**src/rtl/bin_to_bcd_seq.sv**
```systemverilog
// Sequential double-dabble binary to 4-digit packed BCD, one input bit per clock.
// Define BIN_TO_BCD_SATURATE_EN to clamp out-of-range results to 16'h9999.

module bin_to_bcd_adj3 (
  input  logic [3:0] din,
  output logic [3:0] dout
);
  assign dout = (din >= 4'd5) ? din + 4'd3 : din;
endmodule

module bin_to_bcd_seq #(
  parameter int BIN_W = 14
) (
  input  logic             clk,
  input  logic             reset,
  input  logic             start,
  input  logic [BIN_W-1:0] bin,
  output logic             busy,
  output logic             done,
  output logic [15:0]      bcd,
  output logic             overflow
);
  localparam int CNT_W = $clog2(BIN_W);
  localparam logic [CNT_W-1:0] LAST = CNT_W'(BIN_W - 1);

  typedef enum logic [1:0] {IDLE, SHIFT, DONE} state_t;

  state_t           state;
  logic [BIN_W-1:0] shreg;
  logic [19:0]      scratch;
  logic [19:0]      adj;
  logic [19:0]      nxt;
  logic [CNT_W-1:0] cnt;
  logic [15:0]      res;

  // Per-digit add-3 correction ahead of the shift keeps every nibble decimal.
  for (genvar i = 0; i < 5; i++) begin : g_adj
    bin_to_bcd_adj3 u_adj (.din(scratch[4*i +: 4]), .dout(adj[4*i +: 4]));
  end

  assign nxt = {adj[18:0], shreg[BIN_W-1]};

`ifdef BIN_TO_BCD_SATURATE_EN
  assign res = (nxt[19:16] != 4'd0) ? 16'h9999 : nxt[15:0];
`else
  assign res = nxt[15:0];
`endif

  always_ff @(posedge clk) begin
    if (reset) begin
      state    <= IDLE;
      busy     <= 1'b0;
      done     <= 1'b0;
      bcd      <= 16'h0000;
      overflow <= 1'b0;
      shreg    <= '0;
      scratch  <= '0;
      cnt      <= '0;
    end else begin
      done <= 1'b0;
      unique case (state)
        IDLE: begin
          if (start) begin
            shreg   <= bin;
            scratch <= '0;
            cnt     <= '0;
            busy    <= 1'b1;
            state   <= SHIFT;
          end
        end
        SHIFT: begin
          scratch <= nxt;
          shreg   <= {shreg[BIN_W-2:0], 1'b0};
          cnt     <= cnt + CNT_W'(1);
          if (cnt == LAST) begin
            state    <= DONE;
            busy     <= 1'b0;
            done     <= 1'b1;
            overflow <= (nxt[19:16] != 4'd0);
            bcd      <= res;
          end
        end
        DONE:    state <= IDLE;
        default: state <= IDLE;
      endcase
    end
  end
endmodule
```
**config.mk**
```make
export PLATFORM = sky130hd
export DESIGN_NAME = bin_to_bcd_seq
export DESIGN_NICKNAME = d
export VERILOG_FILES = /design/src/rtl/bin_to_bcd_seq.sv
export SDC_FILE = /design/constraint.sdc
export NUM_CORES = 1
export LEC_CHECK = 0
export ABC_AREA = 1
export ABC_CLOCK_PERIOD_IN_PS = 3000
export CAP_MARGIN = 10
export CORE_MARGIN = 5
export CORE_UTILIZATION = 40
export DETAILED_ROUTE_END_ITERATION = 8
export PLACE_DENSITY_LB_ADDON = 0.25
export SYNTH_ARGS = -nofsm -noshare
export SYNTH_HDL_FRONTEND = slang
export SYNTH_HIERARCHICAL = 1
export SYNTH_SLANG_ARGS = --single-unit
```
**constraint.sdc**
```tcl
create_clock -name clk -period 3 [get_ports clk]
set_input_delay 0.3 -clock clk [delete_from_list [all_inputs] [get_ports clk]]
set_output_delay 0.3 -clock clk [all_outputs]
set_load 0.01 [all_outputs]
```
# [Word level (Yosys, flattened, before mapping)]
# Cells that the tools add are included.
[classes] n_addsub=6 multipliers=0 n_div=0 n_lt_le_gt_ge=5 eq_ne=4 n_shift=0 n_mux=18 n_bitwise=1 n_reduce_logical=8
[op_table] cell="$pmux W20 S2" n=1
[op_table] cell="$pmux W14 S2" n=1
[op_table] cell="$ge A4 B3 Y1 const B" n=5
[op_table] cell="$mux W20" n=1
[op_table] cell="$mux W4" n=5
[op_table] cell="$add A4 B2 Y4 const B" n=4
[op_table] cell="$mux W14" n=1
[op_table] cell="$pmux W4 S2" n=1
[op_table] cell="$reduce_and A2 Y1" n=3
[op_table] cell="$add A4 B1 Y4 const B" n=1
[op_table] cell="$eq A4 B4 Y1 const B" n=1
[op_table] cell="$mux W2" n=2
[op_table] cell="$ne A2 B2 Y1 const B" n=2
[op_table] cell="$pmux W2 S2" n=1
[op_table] cell="$reduce_bool A4 Y1" n=1
[op_table] cell="$add A3 B2 Y3 const B" n=1
[op_table] cell="$mux W1" n=3
[op_table] cell="$mux W3" n=1
[op_table] cell="$reduce_and A3 Y1" n=1
[op_table] cell="$eq A2 B1 Y1 const B" n=1
[op_table] cell="$logic_not A2 Y1" n=1
[op_table] cell="$pmux W1 S2" n=1
[op_table] cell="$reduce_bool A2 Y1" n=1
[op_table] cell="$reduce_or A2 Y1" n=1
[op_table] cell="$not A1 Y1" n=1
[word_totals] reg_bits=59 latchBits=0 ramBits=0 romBits=0 in_bits=17 out_inout_bits=19 word_cells=50 n_memories=0

# [Logic depth before layout (Yosys ltp)]
# Gate-level depths: netlist of run 1.
[logic_depth] word_depth=3 mapped_depth=12 ltp_nobuf=12

# [Hierarchy]
# The synthesis of run 1 kept the hierarchy.
[by_module_without_submodules] module="bin_to_bcd_seq" n_inst=1 cells_per_inst=324 area_per_inst_um2=2343.5 seq_area_each_um2=1181.1
[by_module_without_submodules] module="bin_to_bcd_adj3" n_inst=5 cells_per_inst=23 area_per_inst_um2=135.1 seq_area_each_um2=0.0

# [Least setup slack after synthesis of run 1]
# Ideal clock, no wire load.
[synth_path] kind="register -> register" start="register scratch[16]" end="register overflow" setup_time_ns=0.113 arrival_ns=1.299 required_time_ns=2.887 slack_ns=1.588 path_stages_with_launch=12 n_path_buf=0 period_less_slack_ns=1.412 path_cell_list="dfxtp_1 -> inv_1 -> ha_1 -> nor2_4 -> nor2_4 -> nand2_1 -> o21ai_2 -> nor2_1 -> and2_0 -> nand2_1 -> nand2_1 -> nor2_1"
[synth_between] elab_chain_cells=3 elab_cells_between_ends=4 cone_classes="add/sub (1); order compare (1); mux (1); reduce/logical (1)"
[synth_lines] item="start: declaration" line_no="30" source="logic [19:0] scratch;"
[synth_lines] item="start signal: assignment" line_no="72" source="scratch <= nxt;"
[synth_lines] item="$ge A4 B3 Y1 / $add A3 B2 Y3 (equally long branches)" line_no="8" source="assign dout = (din >= 4'd5) ? din + 4'd3 : din;"
[synth_lines] item="$mux W3 (*)" line_no="8"
[synth_lines] item="net adj[17]" line_no="31" source="logic [19:0] adj;"
[synth_lines] item="$reduce_bool A4 Y1 (*)" line_no="79" source="overflow <= (nxt[19:16] != 4'd0);"
[synth_lines] item="end signal: assignment" line_no="79"
[synth_lines] item="end: declaration" line_no="21" source="output logic overflow"
# The timed path passes the listed nets; every way through them passes the cells marked *.
# A chain may end at the register's enable or synchronous reset.

# [Worst setup path in the final report of run 1]
[layout_path] start="input start" end="register shreg[11]"
[layout_between] elab_chain_cells=2
[layout_lines] item="start: declaration" line_no="16" source="input logic start,"
[layout_lines] item="$ne A2 B2 Y1 (no source line)"
[layout_lines] item="$reduce_and A2 Y1 (no source line)"
[layout_lines] item="end signal: assignment" line_no="64" source="shreg <= bin;"
[layout_lines] item="end signal: assignment" line_no="73" source="shreg <= {shreg[BIN_W-2:0], 1'b0};"
[layout_lines] item="end: declaration" line_no="29" source="logic [BIN_W-1:0] shreg;"
# Every way passes these cells.

==> impl_metrics.json, run 1 <==
{
  "outcome": "complete, no violations",
  "pin_count": 36,
  "wl_per_cell_um": 10.7,
  "dp_hpwl_um": 4220,
  "grt_max_degree": 35,
  "cp-start-kind": "primary input",
  "tritoncts": "built",
  "num_vias": 2629,
  "hold-worst-slack_ps": 462,
  "fin_skew_ps": 8.03,
  "cts-resized-gates": 0,
  "syn_inst": 434,
  "final_hold_viol_count": 0,
  "clock.fmax_ghz": 0.627,
  "worst-path-buf-inv": 1,
  "critPathCaptureType": "flop",
  "holdBufCountCts": 0,
  "min_from": "scratch[19]",
  "nets": 494,
  "drtAntennaViolNets": 0,
  "ff2ff_path_depth": 6,
  "cts_setup_buffers": 0,
  "numCtsBuffers": 9,
  "regArea_um2": 1180,
  "multi_input_area_um2": 1560,
  "r2r_setup_slack_ps": 1470,
  "pre_cts_ws_ps": 1060,
  "mostFrequentLayoutCells": "nand2_1 (126), dfxtp_1 (59), nor2_1 (47)",
  "worstReg2RegStart": "cnt[0]",
  "rsz0062_at_grt": "false",
  "cp.required_ps": 3200,
  "maxCapViolCount": 0,
  "setup_tns_ps": 0,
  "synth_area_um2": 2990,
  "rows": 31,
  "diodes": 0,
  "timing.rr.end": "bcd[2]",
  "syn_avg_cell_area_um2": 6.90,
  "area_growth_pct": 20.2,
  "worst_pin_slew_ps": 764,
  "power_leakage_nw": 1.37,
  "dr.pass1.iters": 4,
  "antenna_found_initial": 0,
  "grt_pass1_wl_um": 10300,
  "final_common_cell": "nand2_1",
  "drc": 0,
  "fin_crit_sh_pct": 53.2,
  "cpPeakStageDelay_ps": 790,
  "path_max_fanout": 17,
  "synth_warnings": 6,
  "worst_path_most_repeated_cell": "nor2_1",
  "vdd_ir_drop_max_mv": 0.248,
  "power_density_nw_per_um2": 449,
  "grt_pass1_vias": 2396,
  "die_y_um": 96.5,
  "synthesis.nets": 463,
  "cts_buffer_depth": 2,
  "insertion_delay_ps": 330,
  "slew_headroom_pct": 48.8,
  "holdPathStages": 2,
  "die_w_um": 96.5,
  "core_area_um2": 7250,
  "cp_data_arrival_time_ps": 1800,
  "cpMaxStageDelayCell": "clkdlybuf4s50_1",
  "slew_viol_final": 0,
  "wl_um": 6100,
  "numPortBuffers": 35,
  "drtIter0Drc": 96,
  "hold_class": "reg2reg",
  "overflow": 0,
  "min_period_ps": 1600,
  "setup_ws_ps": 1400,
  "start_util_pct": 41.3,
  "cts_sinks": 59,
  "h-tree-depth": 3,
  "grt.total_usage_pct": 14.1,
  "via_per_inst": 4.62,
  "clk_pin_slew_ps": 70,
  "crit_type": "in2reg",
  "globalplace.congestion": 0.874,
  "drive_gt1_share_pct": 11.1,
  "clock_tree.root_cell": "clkbuf_8",
  "worst_hold_path.endpoint": "scratch[19]",
  "path_cells": "clkdlybuf4s50_1 > nand2_1 > nand2_2 > nor2_1 > nor2_1 > nor2_1",
  "cp_num_cells": 6,
  "setup_viol": 0,
  "crit_family": "buffers and inverters",
  "fillers": 747,
  "dieArea_um2": 9310
}
-- routing by layer --
layer  global-route usage (%)  part of all wire [%]  vias up
met5                        0                     0        -
met4                     5.96                  0.97        0
met3                     5.03                   5.1        4
met2                     22.5                    46       51
met1                     17.2                    48     1135
li1                         -                     -     1439
-- cell type report --
| class | count | area share [%] |
|---|---|---|
| multi-input combinational | 316 | 43.5 |
| sequential | 59 | 32.8 |
| timing repair buffer | 41 | 11.0 |
| clock buffer | 15 | 5.18 |
| inverter | 38 | 3.96 |
| tap | 99 | 3.44 |
| clock inverter | 1 | 0.139 |
-- registers in the layout (all words and copies together), names as in the netlist --
signal / count
busy: 1
cnt: 4
shreg: 14
bcd: 16
state: 2
scratch: 20
done: 1
overflow: 1
-- where the power goes --
part           internal [mW]  switching, mW
sequential             0.800         0.0107
combinational         0.0488         0.0762
clock                  0.390          0.291
total                   1.24          0.378
-- stage by stage --
step | util [%] | cell area, um2 | total power, mW | std cells
global placement | 47.0 | 3410 | 0.953 | 553
CTS | 49.6 | 3600 | 1.64 | 569
finish | 49.6 | 3600 | 1.62 | 569
detailed placement | 47.0 | 3410 | 0.954 | 553
global route | 49.6 | 3600 | 1.69 | 569
floorplan | - | 2990 | 0.911 | 434
-- how the worst max path moves through the flow --
| stage | startpoint | end | slack [ps] |
|---|---|---|---|
| detailed placement | start | shreg[7] | 1060 |
| CTS | start | shreg[7] | 1430 |
| global route | state[1] | cnt[3] | 1250 |
| floorplan | scratch[16] | overflow | 1630 |
| global placement | start | shreg[13] | 1130 |
| finish | start | shreg[11] | 1400 |
-- worst min-delay path: stages, from the launching register on --
cell,delay (ps)
dfxtp_1,310
nand2_1,60
a21oi_1,50
No activity file was read; power rests on OpenSTA's default activity.
==> run 2: changes to the inputs <==
- ABC_CLOCK_PERIOD_IN_PS: 3000 -> 1700
- clock period: 3 -> 1.7 ns (I/O delays scaled with it)
==> run 2 against run 1 <==
  * Via count rose by 3.1%
  * Setup slack got worse by 1200 ps
  * Register-to-register slack got worse by 1300 ps
  * Largest power group unchanged
==> impl_metrics.json, run 2 (synthesis gave the netlist of run 1 again) <==
{
  "path_max_fanout": 5,
  "crit_family": "simple AND/OR/NAND/NOR gates",
  "drive_gt1_share_pct": 12.2,
  "cts_setup_buffers": 0,
  "final_common_cell": "nand2_1",
  "path_cells": "inv_1 > ha_1 > nor2_4 > nor2_4 > a21oi_2 > nor2_1 > and2_0 > nand2_1 > nand2_1 > nor2_1",
  "area_growth_pct": 22.4,
  "cts_buffer_depth": 2,
  "placed_area_um2": 3460,
  "worstReg2RegStart": "scratch[12]",
  "h-tree-depth": 3,
  "slew_headroom_pct": 74.9,
  "pin_count": 36,
  "setup_viol": 0,
  "crit_type": "reg2reg",
  "dr.pass1.iters": 4,
  "cp_data_arrival_time_ps": 1800,
  "globalplace.congestion": 0.848,
  "worst_pin_slew_ps": 376,
  "worst-path-buf-inv": 1,
  "clk_pin_slew_ps": 70,
  "r2r_setup_slack_ps": 180,
  "mostFrequentLayoutCells": "nand2_1 (126), dfxtp_1 (59), nor2_1 (47)",
  "grt.total_usage_pct": 14.8,
  "numCtsBuffers": 9,
  "die_w_um": 96.5,
  "setup_tns_ps": 0,
  "power_leakage_nw": 1.38,
  "dieArea_um2": 9310,
  "grt_pass1_wl_um": 10800,
  "core_area_um2": 7250,
  "rsz0062_at_grt": "false",
  "numPortBuffers": 35,
  "wl_um": 6190,
  "insertion_delay_ps": 340,
  "slew_viol_final": 0,
  "clock_tree.root_cell": "clkbuf_8",
  "die_y_um": 96.5,
  "cp-start-kind": "flop",
  "fin_skew_ps": 7.28,
  "min_from": "bin[0]",
  "grt_pass1_vias": 2467,
  "fin_crit_sh_pct": 89.3,
  "nets": 498,
  "critPathCaptureType": "flop",
  "cp.required_ps": 1980,
  "dp_hpwl_um": 4350,
  "largest-register": "scratch",
  "maxCapViolCount": 0,
  "drc": 0,
  "hold-worst-slack_ps": 409,
  "stdcell_area_um2": 3660,
  "cts_sinks": 59,
  "overflow": 0,
  "cts-resized-gates": 0,
  "crit_start": "scratch[12]",
  "min_period_ps": 1520,
  "grt_max_degree": 35,
  "diodes": 0,
  "wl_per_cell_um": 10.8,
  "num_vias": 2710,
  "rows": 31,
  "via_per_inst": 4.73,
  "outcome": "complete, no violations",
  "drtAntennaViolNets": 0,
  "holdBufCountCts": 0,
  "fillers": 741,
  "vdd_ir_drop_max_mv": 0.463,
  "top_regs": "scratch (20), bcd (16), shreg (14)",
  "cpMaxStageDelayCell": "dfxtp_1",
  "clock.fmax_ghz": 0.659,
  "tritoncts": "built",
  "largest_register_ffs": 20,
  "final_hold_viol_count": 0,
  "cpPeakStageDelay_ps": 400,
  "antenna_found_initial": 0,
  "hold_class": "in2reg",
  "start_util_pct": 41.3,
  "power_density_nw_per_um2": 810,
  "drtIter0Drc": 101
}
## run 2: changes by cell type in the layout (fill, tap and decap cells not counted), sizes merged
cell | previous run | this run
bufinv | 0 | 1
clkbuf | 15 | 10
buf | 6 | 10
clkinvlp | 0 | 4
## run 2: path summary, 6_finish.rpt
kind | to | cells past startpoint
max | overflow | 10
min | shreg[0] | 3
max reg2reg | overflow | 10
min reg2reg | bcd[12] | 2
## run 2: metrics by stage
stage	setup WS [ps]	power [mW]	instances	util (%)
2_1_floorplan	327	1.61	434	-
3_3_place_gp	193	1.70	557	47.7
3_5_place_dp	187	1.70	557	47.7
4_1_cts	177	3.00	573	50.5
5_1_grt	12.9	3.10	573	50.5
6_report	182	2.97	573	50.5
## run 2: where the power goes
part | internal (mW) | switching, mW
Clock | 0.713 | 0.591
Sequential | 1.41 | 0.0195
Combinational | 0.0969 | 0.138
## run 2: routing by layer
metal / vias up / global-route usage [%] / routed length [um]
met2: 48 / 23.0 / 2670
met1: 1212 / 19.6 / 3150
li1: 1439 / - / -
met4: 0 / 6.66 / 115
met3: 11 / 3.18 / 252
met5: - / 0 / 0
## run 2: worst reg2reg max path: cells and delay by family (launching register included)
kind / cells / cell delay (ps)
adder cells (fa/ha/maj): 1 / 240
AO/OA/AOI/OAI: 1 / 150
flip-flops: 1 / 400
AND/OR/NAND/NOR: 7 / 580
buffers and inverters: 1 / 100
## run 2: area by class of cell
class	count	area (um2)	share of cell area, %
clock buffer	10	138	3.76
clock inverter	6	65.1	1.78
inverter	38	143	3.89
multi-input combinational	316	1560	42.7
sequential	59	1180	32.2
tap	99	124	3.38
timing repair buffer	45	450	12.3
